File: config.mk
export PLATFORM = sky130hd
export DESIGN_NAME = cipher_encode_flat
export DESIGN_NICKNAME = d
export VERILOG_FILES = /design/src/rtl/cipher_encode_if.sv /design/src/rtl/cipher_encode.sv /design/src/flat_wrapper.sv
export SDC_FILE = /design/constraint.sdc
export NUM_CORES = 1
export LEC_CHECK = 0
export CORE_MARGIN = 8
export CORE_UTILIZATION = 38
export CTS_CLUSTER_DIAMETER = 80
export DETAILED_ROUTE_END_ITERATION = 16
export PLACE_DENSITY_LB_ADDON = 0.3
export RECOVER_POWER = 50
export SLEW_MARGIN = 20
export SYNTH_ARGS = -nofsm -noshare
export SYNTH_HDL_FRONTEND = slang
export SYNTH_SLANG_ARGS = --single-unit
File: constraint.sdc
create_clock -name CLK -period 6.34 [get_ports CLK]
set_input_delay 1.902 -clock CLK [delete_from_list [all_inputs] [get_ports CLK]]
set_output_delay 1.902 -clock CLK [all_outputs]
set_load 0.01 [all_outputs]
File: src/rtl/cipher_encode_if.sv
// Request/response bundle for the toy-RSA encryptor: the source drives start and operands,
// the encoder returns the ciphertext with a busy/done/err handshake.
interface cipher_encode_if #(
    parameter int DATA_W = 4,
    parameter int KEY_W  = 4,
    parameter int MOD_W  = 8
);
    logic              start;
    logic [DATA_W-1:0] plainText;
    logic [KEY_W-1:0]  publicKey;
    logic [MOD_W-1:0]  modulus;
    logic [MOD_W-1:0]  cipherText;
    logic              busy;
    logic              done;
    logic              err;

    modport master (
        output start, plainText, publicKey, modulus,
        input  cipherText, busy, done, err
    );

    modport slave (
        input  start, plainText, publicKey, modulus,
        output cipherText, busy, done, err
    );
endinterface

File: src/rtl/cipher_encode.sv
// Toy-RSA encryptor: cipherText = plainText^publicKey mod modulus, LSB-first
// square-and-multiply with a bit-serial restoring remainder after every product.
module cipher_encode #(
    parameter int DATA_W = 4,
    parameter int KEY_W  = 4,
    parameter int MOD_W  = 8
) (
    input  logic            CLK,
    input  logic            RST,
    cipher_encode_if.slave  bus
);
    localparam int PW = 2 * MOD_W;
    localparam int CW = (PW > 1) ? $clog2(PW) : 1;
    localparam int KW = (KEY_W > 1) ? $clog2(KEY_W) : 1;
    localparam logic [CW-1:0] LAST_CNT = CW'(PW - 1);
    localparam logic [KW-1:0] LAST_K   = KW'(KEY_W - 1);

    typedef enum logic [2:0] {IDLE, LOAD, RED0, MUL, RED, DONE} state_t;
    state_t state, stateNext;

    logic [DATA_W-1:0] plainReg;
    logic [KEY_W-1:0]  keyReg;
    logic [MOD_W-1:0]  modReg;
    logic [MOD_W-1:0]  baseReg;
    logic [MOD_W-1:0]  accReg;
    logic [PW-1:0]     prodReg;
    logic [MOD_W:0]    remReg;
    logic [CW-1:0]     cntReg;
    logic [KW-1:0]     kReg;
    logic              mulDoneReg;
    logic              toBaseReg;
    logic              errFlagReg;
    logic [MOD_W-1:0]  cipherReg;
    logic              busyReg;
    logic              doneReg;
    logic              errReg;

    logic [MOD_W:0]    remShift;
    logic [MOD_W:0]    remNext;
    logic              redLast;
    logic              wantMul;
    logic              wantSq;

    // r < N before the shift, so (r<<1)|bit always fits in MOD_W+1 bits.
    assign remShift = {remReg[MOD_W-1:0], prodReg[PW-1]};
    assign remNext  = (remShift >= {1'b0, modReg}) ? (remShift - {1'b0, modReg}) : remShift;
    assign redLast  = (cntReg == LAST_CNT);

    // Position in the key: the multiply for bit k is pending until mulDoneReg is set;
    // a square advances k, and no square follows the last key bit.
    assign wantMul  = !mulDoneReg && keyReg[kReg];
    assign wantSq   = (kReg != LAST_K);

    assign bus.cipherText = cipherReg;
    assign bus.busy       = busyReg;
    assign bus.done       = doneReg;
    assign bus.err        = errReg;

    always_ff @(posedge CLK or posedge RST) begin
        if (RST) begin
            state <= IDLE;
        end else begin
            state <= stateNext;
        end
    end

    always_comb begin
        stateNext = state;
        case (state)
            IDLE:      if (bus.start) stateNext = LOAD;
            LOAD:      stateNext = (modReg == '0) ? DONE : RED0;
            RED0, RED: if (redLast) stateNext = (wantMul || wantSq) ? MUL : DONE;
            MUL:       stateNext = RED;
            DONE:      stateNext = IDLE;
            default:   stateNext = IDLE;
        endcase
    end

    always_ff @(posedge CLK or posedge RST) begin
        if (RST) begin
            plainReg   <= '0;
            keyReg     <= '0;
            modReg     <= '0;
            baseReg    <= '0;
            accReg     <= '0;
            prodReg    <= '0;
            remReg     <= '0;
            cntReg     <= '0;
            kReg       <= '0;
            mulDoneReg <= 1'b0;
            toBaseReg  <= 1'b0;
            errFlagReg <= 1'b0;
            cipherReg  <= '0;
            busyReg    <= 1'b0;
            doneReg    <= 1'b0;
            errReg     <= 1'b0;
        end else begin
            doneReg <= 1'b0;
            case (state)
                IDLE: begin
                    if (bus.start) begin
                        plainReg <= bus.plainText;
                        keyReg   <= bus.publicKey;
                        modReg   <= bus.modulus;
                        busyReg  <= 1'b1;
                    end
                end
                LOAD: begin
                    errFlagReg <= (modReg == '0);
                    baseReg    <= MOD_W'(plainReg);
                    accReg     <= (modReg == MOD_W'(1)) ? '0 : MOD_W'(1);
                    prodReg    <= PW'(plainReg);
                    remReg     <= '0;
                    cntReg     <= '0;
                    kReg       <= '0;
                    mulDoneReg <= 1'b0;
                    toBaseReg  <= 1'b1;
                end
                MUL: begin
                    remReg <= '0;
                    cntReg <= '0;
                    if (wantMul) begin
                        prodReg    <= PW'(accReg) * PW'(baseReg);
                        toBaseReg  <= 1'b0;
                        mulDoneReg <= 1'b1;
                    end else begin
                        prodReg    <= PW'(baseReg) * PW'(baseReg);
                        toBaseReg  <= 1'b1;
                        mulDoneReg <= 1'b0;
                        kReg       <= kReg + 1'b1;
                    end
                end
                RED0, RED: begin
                    remReg  <= remNext;
                    prodReg <= {prodReg[PW-2:0], 1'b0};
                    cntReg  <= cntReg + 1'b1;
                    if (redLast) begin
                        if (toBaseReg) baseReg <= remNext[MOD_W-1:0];
                        else           accReg  <= remNext[MOD_W-1:0];
                    end
                end
                DONE: begin
                    cipherReg <= errFlagReg ? '0 : accReg;
                    errReg    <= errFlagReg;
                    doneReg   <= 1'b1;
                    busyReg   <= 1'b0;
                end
                default: ;
            endcase
        end
    end
endmodule
File: src/flat_wrapper.sv
// flat-port wrapper written by rule: the top's interface ports become plain ports
module cipher_encode_flat 
#(
    parameter int DATA_W = 4,
    parameter int KEY_W  = 4,
    parameter int MOD_W  = 8
)
  (CLK, RST, bus_start, bus_plainText, bus_publicKey, bus_modulus, bus_cipherText, bus_busy, bus_done, bus_err);
  cipher_encode_if #(.DATA_W(DATA_W), .KEY_W(KEY_W), .MOD_W(MOD_W)) bus_i ();
  input  logic CLK;
  input  logic RST;
  input wire logic [$bits(bus_i.start)-1:0] bus_start;
  input wire logic [$bits(bus_i.plainText)-1:0] bus_plainText;
  input wire logic [$bits(bus_i.publicKey)-1:0] bus_publicKey;
  input wire logic [$bits(bus_i.modulus)-1:0] bus_modulus;
  output wire logic [$bits(bus_i.cipherText)-1:0] bus_cipherText;
  output wire logic [$bits(bus_i.busy)-1:0] bus_busy;
  output wire logic [$bits(bus_i.done)-1:0] bus_done;
  output wire logic [$bits(bus_i.err)-1:0] bus_err;
  assign bus_i.start = bus_start;
  assign bus_i.plainText = bus_plainText;
  assign bus_i.publicKey = bus_publicKey;
  assign bus_i.modulus = bus_modulus;
  assign bus_cipherText = bus_i.cipherText;
  assign bus_busy = bus_i.busy;
  assign bus_done = bus_i.done;
  assign bus_err = bus_i.err;
  cipher_encode #(.DATA_W(DATA_W), .KEY_W(KEY_W), .MOD_W(MOD_W)) u_core (.CLK(CLK), .RST(RST), .bus(bus_i));
endmodule
---- Word level (Yosys, flattened, before mapping) ----
Cells that the tools add are included.
word-level totals
  output and inout bits ................... 11
  flip-flop bits (word level) ............. 79
  word-level logic and storage cells ...... 84
operators by class
  multiplexer cells ....................... 29
  reductions and logical operators ........ 18
  $lt $le $gt $ge ......................... 2
  equal/unequal tests ..................... 13
  $mul .................................... 2
  $add $sub $neg .......................... 3
operator list
  kind                 number
  $mux 8               6
  $pmux 16 s3          1
  $pmux 8 s2           3
  $mul 8x8->16         2
  $mux 16              1
  $mux 3               4
  $pmux 3 s4           1
  $ge 9x8->1           1
  $eq 8x1->1 const B   1
  $logic_not 8->1      1
  $ne 2x2->1 const B   4
  $pmux 4 s2           1
  $reduce_and 2->1     4
  $reduce_bool 2->1    4
  $sub 8x8->8          1
  $eq 3x2->1 const B   2
  $eq 3x3->1 const B   2
  $mux 1               6
  $pmux 1 s2           3
  $reduce_and 3->1     2
  $add 4x1->4 const B  1
  $eq 4x4->1 const B   1
  $ne 2x1->1 const B   2
  $pmux 2 s2           1
  11 further kinds     12

---- Logic depth before layout (Yosys ltp) ----
  depth in word-level cells ............... 7
  mapped depth ............................ 19
  mapped depth without buffers ............ 18

---- Worst setup path before layout ----
Ideal clock, no wire load.
  path type ............................... reg-to-reg
  from .................................... register u_core.baseReg[7]
  to ...................................... register u_core.prodReg[15]
  cell stages (with the launch flop) ...... 17
  period minus slack after synthesis ...... 4.691 ns
  arrival time ............................ 4.562 ns
  library setup time ...................... 0.129 ns
  path slack .............................. 1.649 ns
  path through ............................ dfrtp_1 -> clkbuf_1 -> nand2_1 -> fa_1 -> fa_1 -> inv_1 -> fa_1 -> inv_1 -> fa_1 -> inv_1 -> ha_1 -> or4_1 -> o22a_2 -> a311oi_2 -> xnor2_1 -> a221oi_2 -> o21ai_1
between the ends
  word-level cells in the longest chain between the ends .. 3
  elaborated cells between the ends (all ways) .. 4
  those cells by class .................... mul: 2; mux: 2
ends and longest elaborated chain
  what                             line                                        RTL
  from (decl)                      cipher_encode.sv:24                         logic [MOD_W-1:0] baseReg;
  from (signal assigned)           cipher_encode.sv:110                        baseReg <= MOD_W'(plainReg);
  from (signal assigned)           cipher_encode.sv:138                        if (toBaseReg) baseReg <= remNext[MOD_W-1:0];
  $mul 8x8->16 (on tied branches)  cipher_encode.sv:127, cipher_encode.sv:123
  $mux 16 *                        cipher_encode.sv:122                        if (wantMul) begin
  $pmux 16 s3 *                    cipher_encode.sv:99                         case (state)
  to (signal assigned)             cipher_encode.sv:123                        prodReg <= PW'(accReg) * PW'(baseReg);
  to (signal assigned)             cipher_encode.sv:127                        prodReg <= PW'(baseReg) * PW'(baseReg);
  to (signal assigned)             cipher_encode.sv:135                        prodReg <= {prodReg[PW-2:0], 1'b0};
  to (decl)                        cipher_encode.sv:26                         logic [PW-1:0] prodReg;
Mark *: on every way between the ends. The rest lies on a longest branch, timed or not.
A chain may end at the register's enable or synchronous reset.

---- Final worst setup path ----
  from .................................... register u_core.baseReg[5]
  to ...................................... register u_core.prodReg[13]
The elaborated chain is that of the path after synthesis.

==> qor.txt <==
Post-synth top cells = inv_1 (118), nand2_1 (85), dfrtp_1 (79)
Final Cycle Share = 83.9%
clock tree sinks = 79
Worst Min Path Start = u_core.bus.cipherText[1]
Antenna Nets Post-Route = 0
Nets = 1,024
met3 Resource Use GR = 2.38%
Placed Instance Area = 8190 sq um
cell area power density = 121 nW/um^2
R2R Setup Slk = 1.02 ns
Die Wd = 158 microns
CP startpoint = u_core.baseReg[5]
gr busiest metal = met2
1st-iter DRT viols = 368
startpoint types = register
most common cell in the netlist = inv_1
Netlist cell types = 61
initial antenna violation count = 0
Top cell by count, worst path = fa_1
number of global-route vias before repair = 6,178
fillers = 2,000
RSZ-0062 raised after global routing = false
Seq/Total Area, Yosys = 25.8%
Ports = 30
post-CTS setup buffers = 0
largest net degree at the start of global routing = 45
CTS H-tree depth = 3
syn avg cell area = 9.00 sq um
multiplexer share of the synthesized area = 4.07%
final hold violation count = 0
Synth Area in Simple Gates = 16.8%
Vias = 5,939
final HPWL from detailed placement = 14,900 microns
drt wl/cell = 16.9 microns
number of flops mapped to enable cells by yosys = 0
violated checks = max-capacitance violations, max-slew violations
Final Core Density = 42.3%
Min-Delay Path Class = register to register
Worst Path Required = 6.55 ns
Worst R2R Start = u_core.baseReg[5]
Initial Utilization = 38.2%
top cells by area, synth = dfrtp_1 (26%), fa_1 (16%), ha_1 (12%)
CTS Hold Bufs = 0
first-pass GRT wire length = 32,400 microns
cell count after synthesis = 851
Overall Power = 1.03 mW
Worst Setup Slack post-DPL = 1.01 ns
layout cell share with drive strength beyond 1 = 5.28%
register area = 1980 sq um
largest area contributor in the netlist = dfrtp_1
drc violations = 0
Syn Nets = 1,008
total wire length = 19,300 microns
Cell Area, Synth = 7660 sq um
area grow syn2layout = 10.5%
Worst-path clk slew = 0.07 ns
Synth Register Bits = 79
Rows = 52
maximum capacitance violations = 1
Setup CP Type = register to register
CP endpoint kind = register
Pleak = 4.25 nW
status = complete, but fails checks
crit path DAT = 5.53 ns
Setup WS post-layout = 1.02 ns
Post-CTS Resized = 0
vias per cell = 5.20
Slew Viols, Final = 45
Peak VDD IR = 0.000124 V
Peak Freq = 0.188 GHz
slowest stage delay, CP = 0.60 ns
critical-path cell list = inv_1 -> nor2_1 -> fa_1 -> fa_1 -> inv_1 -> fa_1 -> fa_1 -> inv_1 -> ha_1 -> o21a_1 -> o21ai_0 -> nor2_1 -> a21boi_2 -> nor4b_1 -> a2111oi_0 -> o21ai_0
Final min period = 5.32 ns
worst rel slew slack = -38.8%
CTS tree = built
CP max FO = 14
area of the multi-input gates = 5110 sq um
Setup-failing EPs final = 0
I/O Buffers = 29
TritonCTS Buffers = 9
Slew @ Worst Pin = 2.07 ns
root buffer cell = clkbuf_16
met2 GRT Util = 26.3%
setup TNS = 0 ns
DIE AREA = 25,000 sq um
grt ovf = 0
placed insts = 1,126
asr flop ratio synth = 100%
# diodes = 0
Final Instance Area = 8470 sq um
floorplan core area = 20,000 sq um
Synth Area in XOR/XNOR = 3.43%
GRT Overall Usage = 16.6%
Worst-Skew Late Latency = 0.34 ns
Non-Filler Instances = 1,142
gpl congestion = 0.874
Max clock buf depth = 2
Synth Area in Adders = 28.6%
Min Hold Slack = 0.475 ns
clock skew = 0.00488 ns
Synth Area in Compound Gates = 13.8%
TritonRoute pass-1 iters = 5
prevailing post-synth register cell = dfrtp_1
largest family of logic cells by synthesized area = adder cells
Synth warnings = 0
Crit-path slowest cell = dfrtp_1
share of the synthesized area in the top cell type = 25.8%
met1 usage = 23.2%
die height = 158 microns
==> registers in the layout (all words and copies together) (netlist names) <==
register	cells
u_core.bus.cipherText	8
u_core.state	3
u_core.remReg	8
u_core.plainReg	4
u_core.bus.err	1
u_core.modReg	8
u_core.toBaseReg	1
u_core.kReg	2
u_core.baseReg	8
u_core.mulDoneReg	1
u_core.errFlagReg	1
u_core.accReg	8
u_core.bus.busy	1
u_core.prodReg	16
u_core.bus.done	1
u_core.keyReg	4
u_core.cntReg	4
==> cell families (layout without fill, tap and decap cells) <==
group / count (synthesis) / count (layout)
AOI/OAI and AO/OA: 165 / 165
muxes: 28 / 28
buffers and inverters: 146 / 167
adders and majority gates: 138 / 138
DFF: 79 / 79
and+or+nand+nor: 265 / 265
xor gates and xnor gates: 30 / 30
==> power by group <==
| group | switching [mW] | internal, mW | leakage, nW | total (mW) |
|---|---|---|---|---|
| Sequential | 0 | 0.504 | 1.03 | 0.504 |
| Combinational | 0.0116 | 0.00998 | 3.08 | 0.0215 |
| Clock | 0.224 | 0.278 | 0.136 | 0.502 |
| Total | 0.236 | 0.792 | 4.25 | 1.03 |
==> worst max-delay path, delay by kind of cell (launching register included) <==
family | cells | cell delay, ns
DFF | 1 | 0.60
and+or+nand+nor | 3 | 0.47
adders and majority gates | 5 | 2.43
buffers and inverters | 3 | 0.34
AOI/OAI and AO/OA | 5 | 1.33
==> placed cells by master (no fill, tap or decap), types with 3 or more instances in the layout <==
cell type,synthesis,routed
nor2_1,58,59
nand2b_1,6,6
mux2_2,15,15
o21ai_0,50,50
nand2_1,85,85
nor3_1,12,12
buf_4,0,3
clkdlybuf4s50_1,0,27
a21oi_1,39,39
ha_1,76,76
and2_1,61,60
o211ai_1,4,4
xor2_1,13,13
o21a_1,6,6
a21o_1,12,12
xnor2_1,17,17
inv_1,118,117
o31ai_1,6,6
o22ai_1,7,7
clkbuf_16,0,9
a211oi_1,7,7
nand3_1,12,12
fa_1,62,62
dfrtp_1,79,79
nor2b_1,8,8
a221oi_1,6,6
and3_1,11,11
mux2i_1,12,12
==> final timing paths <==
kind	end	cells after the start
setup / recovery	u_core.prodReg[13]	16
setup reg to reg	u_core.prodReg[13]	16
max in group asynchronous	u_core.prodReg[9]	3
hold reg to reg	u_core.bus.cipherText[1]	2
min in group asynchronous	u_core.cntReg[3]	2
hold / removal	u_core.bus.cipherText[1]	2
==> final cells by class <==
cell class	count	area share, %
timing repair buffer	33	3.74
sequential	79	23.3
multi-input combinational	626	60.3
clock buffer	10	2.82
inverter	118	5.25
clock inverter	6	0.532
tap	270	3.99
==> metal layers <==
layer / up-vias / routed length (microns)
met2: 150 / 8810
met3: 24 / 845
met1: 2900 / 9210
li1: 2865 / -
met5: - / 0
met4: 0 / 394
Note: power is estimated with default switching activity, not from simulation.
